### config.mk
export PLATFORM = sky130hd
export DESIGN_NAME = rv_trace_capture_ctrl
export DESIGN_NICKNAME = d
export VERILOG_FILES = /design/src/rtl/rv_trace_pkg.sv /design/src/rtl/rv_trace_buf.sv /design/src/rtl/rv_trace_capture_ctrl.sv
export SDC_FILE = /design/constraint.sdc
export NUM_CORES = 1
export LEC_CHECK = 0
export CORE_ASPECT_RATIO = 0.9
export CORE_MARGIN = 10
export CORE_UTILIZATION = 50
export DETAILED_ROUTE_END_ITERATION = 7
export PLACE_DENSITY_LB_ADDON = 0.25
export SYNTH_ARGS = -nofsm -noshare
export SYNTH_HDL_FRONTEND = slang
export SYNTH_SLANG_ARGS = --single-unit
### constraint.sdc
create_clock -name i_clk -period 13.07 [get_ports i_clk]
set_input_delay 1.307 -clock i_clk [delete_from_list [all_inputs] [get_ports i_clk]]
set_output_delay 1.307 -clock i_clk [all_outputs]
set_load 0.02 [all_outputs]
### src/rtl/rv_trace_pkg.sv
// Shared types and state encodings for the RV32 trace capture controller.
// The entry carries a timestamp field only when TRACE_TIMESTAMP_EN is defined.
package rv_trace_pkg;

    localparam int unsigned TRACE_PC_BITS = 32;

    localparam logic [1:0] TRACE_ST_IDLE  = 2'd0;
    localparam logic [1:0] TRACE_ST_ARMED = 2'd1;
    localparam logic [1:0] TRACE_ST_POST  = 2'd2;
    localparam logic [1:0] TRACE_ST_DONE  = 2'd3;

    typedef enum logic [1:0] {
        StIdle  = TRACE_ST_IDLE,
        StArmed = TRACE_ST_ARMED,
        StPost  = TRACE_ST_POST,
        StDone  = TRACE_ST_DONE
    } trace_state_t;

    typedef struct packed {
        logic [TRACE_PC_BITS-1:1] pc;
        logic [31:0]              instr;
`ifdef TRACE_TIMESTAMP_EN
        logic [31:0]              ts;
`endif
    } trace_entry_t;

endpackage

### src/rtl/rv_trace_buf.sv
// Trace entry storage: one synchronous write port and one asynchronous read port.
// Contents are never reset; entry width follows TRACE_TIMESTAMP_EN via trace_entry_t.
module rv_trace_buf
    import rv_trace_pkg::*;
#(
    parameter int unsigned DEPTH_BITS = 4,
    parameter type         entry_t    = trace_entry_t
) (
    input  logic                  i_clk,
    input  logic                  i_we,
    input  logic [DEPTH_BITS-1:0] i_waddr,
    input  entry_t                i_wdata,
    input  logic [DEPTH_BITS-1:0] i_raddr,
    output entry_t                o_rdata
);

    entry_t mem_q [2**DEPTH_BITS];
    entry_t mem_d [2**DEPTH_BITS];

    always_comb begin
        mem_d = mem_q;
        if (i_we) begin
            mem_d[i_waddr] = i_wdata;
        end
    end

    always_ff @(posedge i_clk) begin
        mem_q <= mem_d;
    end

    assign o_rdata = mem_q[i_raddr];

endmodule

### src/rtl/rv_trace_capture_ctrl.sv
// Trace capture controller: arm / PC-trigger / post window / drain oldest-first.
// Define TRACE_TIMESTAMP_EN to store a free-running cycle counter with each entry.
module rv_trace_capture_ctrl
    import rv_trace_pkg::*;
#(
    parameter int unsigned IADDR_SPACE_BITS = 32,
    parameter int unsigned DEPTH_BITS       = 4
) (
    input  logic                        i_clk,
    input  logic                        i_reset_n,
    input  logic                        i_retire_valid,
    input  logic [IADDR_SPACE_BITS-1:1] i_retire_pc,
    input  logic [31:0]                 i_retire_instr,
    input  logic                        i_cfg_arm,
    input  logic                        i_cfg_stop,
    input  logic                        i_trig_en,
    input  logic [IADDR_SPACE_BITS-1:1] i_trig_pc,
    input  logic [DEPTH_BITS-1:0]       i_post_count,
    output logic                        o_rd_valid,
    input  logic                        i_rd_ready,
    output logic [IADDR_SPACE_BITS-1:0] o_rd_pc,
    output logic [31:0]                 o_rd_instr,
    output logic [31:0]                 o_rd_time,
    output logic [1:0]                  o_state,
    output logic [DEPTH_BITS:0]         o_count
);

    localparam logic [DEPTH_BITS:0] COUNT_FULL = {1'b1, {DEPTH_BITS{1'b0}}};

    trace_state_t          state_q, state_d;
    logic [DEPTH_BITS-1:0] wr_ptr_q, wr_ptr_d;
    logic [DEPTH_BITS:0]   count_q, count_d;
    logic [DEPTH_BITS-1:0] post_q, post_d;
    logic [DEPTH_BITS-1:0] rd_ptr;
    logic                  we;
    logic                  trig;
    logic                  rd_valid;
    trace_entry_t          wdata;
    trace_entry_t          rd_entry;

    always_comb begin
        state_d  = state_q;
        wr_ptr_d = wr_ptr_q;
        count_d  = count_q;
        post_d   = post_q;
        rd_valid = 1'b0;
        we       = (state_q == StArmed || state_q == StPost) && i_retire_valid;
        trig     = i_trig_en && i_retire_valid && (i_retire_pc == i_trig_pc);

        // Once full, the count saturates and the write overwrites the oldest entry.
        if (we) begin
            wr_ptr_d = wr_ptr_q + 1'b1;
            if (count_q != COUNT_FULL) begin
                count_d = count_q + 1'b1;
            end
        end

        unique case (state_q)
            StIdle: begin
                if (i_cfg_arm) begin
                    state_d  = StArmed;
                    count_d  = '0;
                    wr_ptr_d = '0;
                end
            end
            StArmed: begin
                if (i_cfg_stop) begin
                    state_d = StDone;
                end else if (trig) begin
                    if (i_post_count == '0) begin
                        state_d = StDone;
                    end else begin
                        post_d  = i_post_count;
                        state_d = StPost;
                    end
                end
            end
            StPost: begin
                if (i_cfg_stop) begin
                    state_d = StDone;
                end else if (we) begin
                    post_d = post_q - 1'b1;
                    if (post_q == DEPTH_BITS'(1)) begin
                        state_d = StDone;
                    end
                end
            end
            StDone: begin
                rd_valid = (count_q != '0);
                if (i_cfg_arm) begin
                    state_d = StArmed;
                    count_d = '0;
                end else if (!rd_valid) begin
                    state_d = StIdle;
                end else if (i_rd_ready) begin
                    count_d = count_q - 1'b1;
                    if (count_q == (DEPTH_BITS + 1)'(1)) begin
                        state_d = StIdle;
                    end
                end
            end
            default: state_d = StIdle;
        endcase
    end

    always_ff @(posedge i_clk or negedge i_reset_n) begin
        if (!i_reset_n) begin
            state_q  <= StIdle;
            wr_ptr_q <= '0;
            count_q  <= '0;
            post_q   <= '0;
        end else begin
            state_q  <= state_d;
            wr_ptr_q <= wr_ptr_d;
            count_q  <= count_d;
            post_q   <= post_d;
        end
    end

    // Oldest entry sits count positions behind the write pointer; popping advances it.
    assign rd_ptr = wr_ptr_q - count_q[DEPTH_BITS-1:0];

`ifdef TRACE_TIMESTAMP_EN
    logic [31:0] cycle_q, cycle_d;

    assign cycle_d = cycle_q + 32'd1;

    always_ff @(posedge i_clk or negedge i_reset_n) begin
        if (!i_reset_n) begin
            cycle_q <= '0;
        end else begin
            cycle_q <= cycle_d;
        end
    end
`endif

    always_comb begin
        wdata       = '0;
        wdata.pc    = (TRACE_PC_BITS - 1)'(i_retire_pc);
        wdata.instr = i_retire_instr;
`ifdef TRACE_TIMESTAMP_EN
        wdata.ts    = cycle_q;
`endif
    end

    rv_trace_buf #(
        .DEPTH_BITS (DEPTH_BITS),
        .entry_t    (trace_entry_t)
    ) u_buf (
        .i_clk   (i_clk),
        .i_we    (we),
        .i_waddr (wr_ptr_q),
        .i_wdata (wdata),
        .i_raddr (rd_ptr),
        .o_rdata (rd_entry)
    );

    assign o_rd_valid = rd_valid;
    assign o_rd_pc    = rd_valid ? {rd_entry.pc[IADDR_SPACE_BITS-1:1], 1'b0} : '0;
    assign o_rd_instr = rd_valid ? rd_entry.instr : '0;
`ifdef TRACE_TIMESTAMP_EN
    assign o_rd_time  = rd_valid ? rd_entry.ts : '0;
`else
    assign o_rd_time  = '0;
`endif
    assign o_state    = state_q;
    assign o_count    = count_q;

endmodule
==> metrics.md <==
| Metric | Value |
|---|---|
| Cells after Synth | `about 2000` |
| Main combinational cell family by area after synthesis | `multiplexers` |
| Max-cap violations | `0` |
| # hold bufs at CTS | `0` |
| Logic gate share of total power | `44.4%` |
| Post-CTS setup repair buffer count | `0` |
| GRT Total Usage | `20.7%` |
| Remaining Overflow, GRT | `0` |
| R2R setup slack | `8.94 ns` |
| Crit end category | `primary output` |
| Post-synthesis xor/xnor area fraction | `around 1.1%` |
| Total clock buffers created by CTS | `100` |
| Status | `finished clean` |
| Yosys cell types | `50` |
| Port bufs | `between 150 and 200` |
| CTS tree | `done` |
| Endpoint, Worst Hold | `post_q[0]$_DFFE_PN0P_` |
| Drc violations | `0` |
| Vias in the first global route | `between 20000 and 25000` |
| DIE AREA | `0.0930 sq mm` |
| Worst min path class | `register to register` |
| Initial antenna violation count | `9` |
| RSZ-0062 raised after global routing | `no` |
| Relative slew slack | `15.4%` |
| Post-synthesis register bit count | `~1000` |
| Final ANT Viol Nets | `0` |
| Via-to-Cell Ratio | `about 6` |
| Measured slew at the worst slew-check pin | `around 1.3 ns` |
| Arrival time worst endpoint | `just under 6 ns` |
| First-pass GRT wire length | `~140000 um` |
| Clock Sinks | `approximately 1000` |
| Worst vdd ir | `approximately 0.00043 V` |
| CP Max Fanout | `149` |
| Hold path start | `post_q[0]$_DFFE_PN0P_` |
| Worst reg2reg path depth | `7` |
| Simple-Gate Fraction of Synth Area | `around 5.8%` |
| Complex-gate fraction of the synthesized area | `less than 1%` |
| # fillers | `approximately 5900` |
| Post-place setup slack | `approximately 6.5 ns` |
| Clk_lat worst skew | `~0.65 ns` |
| Vias | `between 20000 and 25000` |
| Final period util | `between 50% and 60%` |
| Clock skew | `0.0179 ns` |
| Total internal power | `0.00764 W` |
| Post-DP HPWL | `about 50000 um` |
| Flop pwr share | `about a third` |
| Post-synthesis async set-or-reset flop share | `under 10%` |
| Top_reg_cell synth | `edfxtp_1` |
| Total Wirelength | `between 90000 and 100000 um` |
| Post-synth EDFFs | `1008` |
| Pwr/cell area | `258 mW/mm^2` |
| Synth Cell Area | `between 0.04 and 0.05 sq mm` |
| Die Ht | `290 um` |
| Setup CP Type | `register to primary output` |
| # setup viols final | `0` |
| Post-CTS Resized | `0` |
| Clk pin slew, worst setup/hold paths | `approximately 0.06 ns` |
| Sequential area share after synthesis | `around three quarters` |
| Fmax | `~140 MHz` |
| Core region area | `between 0.08 and 0.09 sq mm` |
| Largest net degree at the start of global routing | `150` |
| Pins Over Slew Limit | `0` |
| Syn. warnings | `0` |
| GPL Wtd Cong | `roughly 0.75` |
| Hold Vio Cnt, Final | `0` |
| Initial core utilization | `between 50% and 60%` |
| Post-layout min period | `around 7 ns` |
| Area grow syn2layout | `14.5%` |
| Drt wl/cell | `28.7 um` |
| Delay of the slowest cell on the worst path | `1.09 ns` |
| FP Rows | `99` |
| CP required | `approximately 12 ns` |
| Final setup margin | `approximately 5.9 ns` |
| Die Span X | `between 300 and 400 um` |
| Worst hold path depth | `3` |
| Sw frac | `roughly 36%` |
| Fraction of layout cells with a size suffix above 1 | `between 15 and 20%` |
| CTS Buffer Depth | `3` |
| H-tree Lvls | `3` |
| Setup crit start kind | `register` |
| Root buf cell | `clkbuf_16` |
| Worst reg2reg path startpoint | `o_state[1]$_DFFE_PN0P_` |
| Pleak | `roughly 15 nW` |
| Critical path's slowest cell | `fa_4` |
| NetSw | `~0.0043 W` |
| DR pass1 iterations | `5` |
| Post-synthesis mux area share | `between 10% and 20%` |
| Drt initial violations | `2114` |
| Adder-cell share of the synthesized area | `less than 1%` |
| Ports | `roughly 210` |
| Syn_area_per_cell | `roughly 20 sq um` |
| CP Cell Sequence | `inv_1 -> ha_4 -> fa_4 -> buf_12 -> buf_4 -> mux4_2 -> nand2_1 -> nand3_1 -> and3_1 -> clkdlybuf4s50_1` |
| FF-to-FF End | `u_buf.mem_q[959]$_DFFE_PP_` |
| Final #Nets | `2365` |
| TNS Setup | `0 ns` |
| Diodes inserted | `0` |
| Clock power frac | `a little under a quarter` |
[stage by stage]
stage               util [%]  std cells  hold WS (ns)  cell area (sq um)  total power, W
floorplan                  -       2072         0.520              40700         0.00784
global placement        53.6       3200         0.542              43300         0.00931
detailed placement      53.6       3200         0.587              43300         0.00935
CTS                     57.5       3381         0.596              46500          0.0121
global route            57.5       3381         0.627              46500          0.0126
finish                  57.5       3381         0.595              46500          0.0120
[flip-flops by register name, summed over array words and instances (netlist names)]
register,cells
u_buf.mem_q,1008
post_q,4
wr_ptr_q,4
o_state,2
o_count,5
[power groups by stage]
stage               Combinational (W)  Sequential (W)  Clock, W
global placement              0.00536         0.00395         0
finish                        0.00531         0.00390   0.00276
global route                  0.00575         0.00391   0.00294
floorplan                     0.00388         0.00397         0
CTS                           0.00542         0.00390   0.00280
detailed placement            0.00538         0.00396         0
[final cells by class]
class                      count  area (sq um)  share of cell area [%]
sequential                  1023         30600                    66.0
tap                         1060          1330                    2.86
timing repair buffer         209          2030                    4.37
inverter                      13          48.8                   0.105
clock inverter                57           474                    1.02
multi-input combinational    895          9260                    19.9
clock buffer                 124          2670                    5.74
[how the worst max path moves through the flow]
stage                          startpoint                         end  slack (ns)  cells past startpoint
floorplan                  i_retire_valid  u_buf.mem_q[756]$_DFFE_PP_        6.50                      4
global placement    wr_ptr_q[0]$_DFF_PN0_                 o_rd_pc[24]        6.52                     10
detailed placement  wr_ptr_q[0]$_DFF_PN0_                 o_rd_pc[24]        6.51                     10
CTS                 wr_ptr_q[0]$_DFF_PN0_                 o_rd_pc[24]        5.80                     10
global route        wr_ptr_q[0]$_DFF_PN0_               o_rd_instr[9]        5.62                     10
finish              wr_ptr_q[0]$_DFF_PN0_                 o_rd_pc[24]        5.87                     10
[worst max-delay path, delay by kind of cell, from the launching register on]
family                     cells  cell delay, ns
muxes                          1            0.37
buffers and inverters          4            2.48
and+or+nand+nor                3            0.46
DFF                            1            0.44
adders and majority gates      2            1.27
[placed cells by master, fill, tap and decap left out, types with 3 or more instances in the layout]
cell             instances
dfrtp_1                 15
mux2i_1                  6
xor2_4                   3
bufinv_16                7
nor2_4                  12
clkdlybuf4s50_1        175
nor2b_1                  3
edfxtp_1              1008
ha_1                    16
a21oi_1                  6
nand2b_1                 4
nand3_1                130
o211ai_1                 3
conb_1                  33
clkinv_1                23
and3_1                  64
nand4_1                  6
clkbuf_16              103
inv_1                   13
nor3_2                   4
clkinvlp_4               5
nor4_1                   8
xnor2_1                  3
nor2_1                   4
mux4_2                 252
buf_4                   32
xor2_1                  36
clkbuf_1                20
clkinv_2                17
nand2_1                267
inv_6                    3
[logic make-up after synthesis]
logic type               count (synthesis)
multiplexers                           259
adder cells (fa/ha/maj)                 18
AND/OR/NAND/NOR                        511
buffers and inverters                  154
other                                    1
XOR/XNOR                                44
flip-flops                            1023
AO/OA/AOI/OAI                           30
[per-layer routing]
metal	GRT usage [%]	up-vias	part of all wire, %
met5	0	-	0.10
met4	5.06	16	1.7
met3	4.14	125	8.0
met2	34.4	848	50
met1	28.1	10716	40
li1	-	8527	-
[Yosys cell counts (all sizes together) (3+ instances only)]
cell,count,area [sq um]
xnor2,5,51.3
nor4,9,56.3
nand4,6,37.5
mux2i,6,60.1
inv,13,48.8
clkbuf,32,120
nand3,130,651
nand2,267,1000
dfrtp,15,375
edfxtp,1008,30300
a21oi,7,38.8
xor2,39,387
nor2,16,60.1
buf,109,787
nor2b,3,18.8
o21ai,5,28.8
nor3,6,41.3
nand2b,4,25.0
ha,17,213
and3,64,400
mux4,252,5680
o211ai,3,22.5
Note: power is estimated with default switching activity, not from simulation.
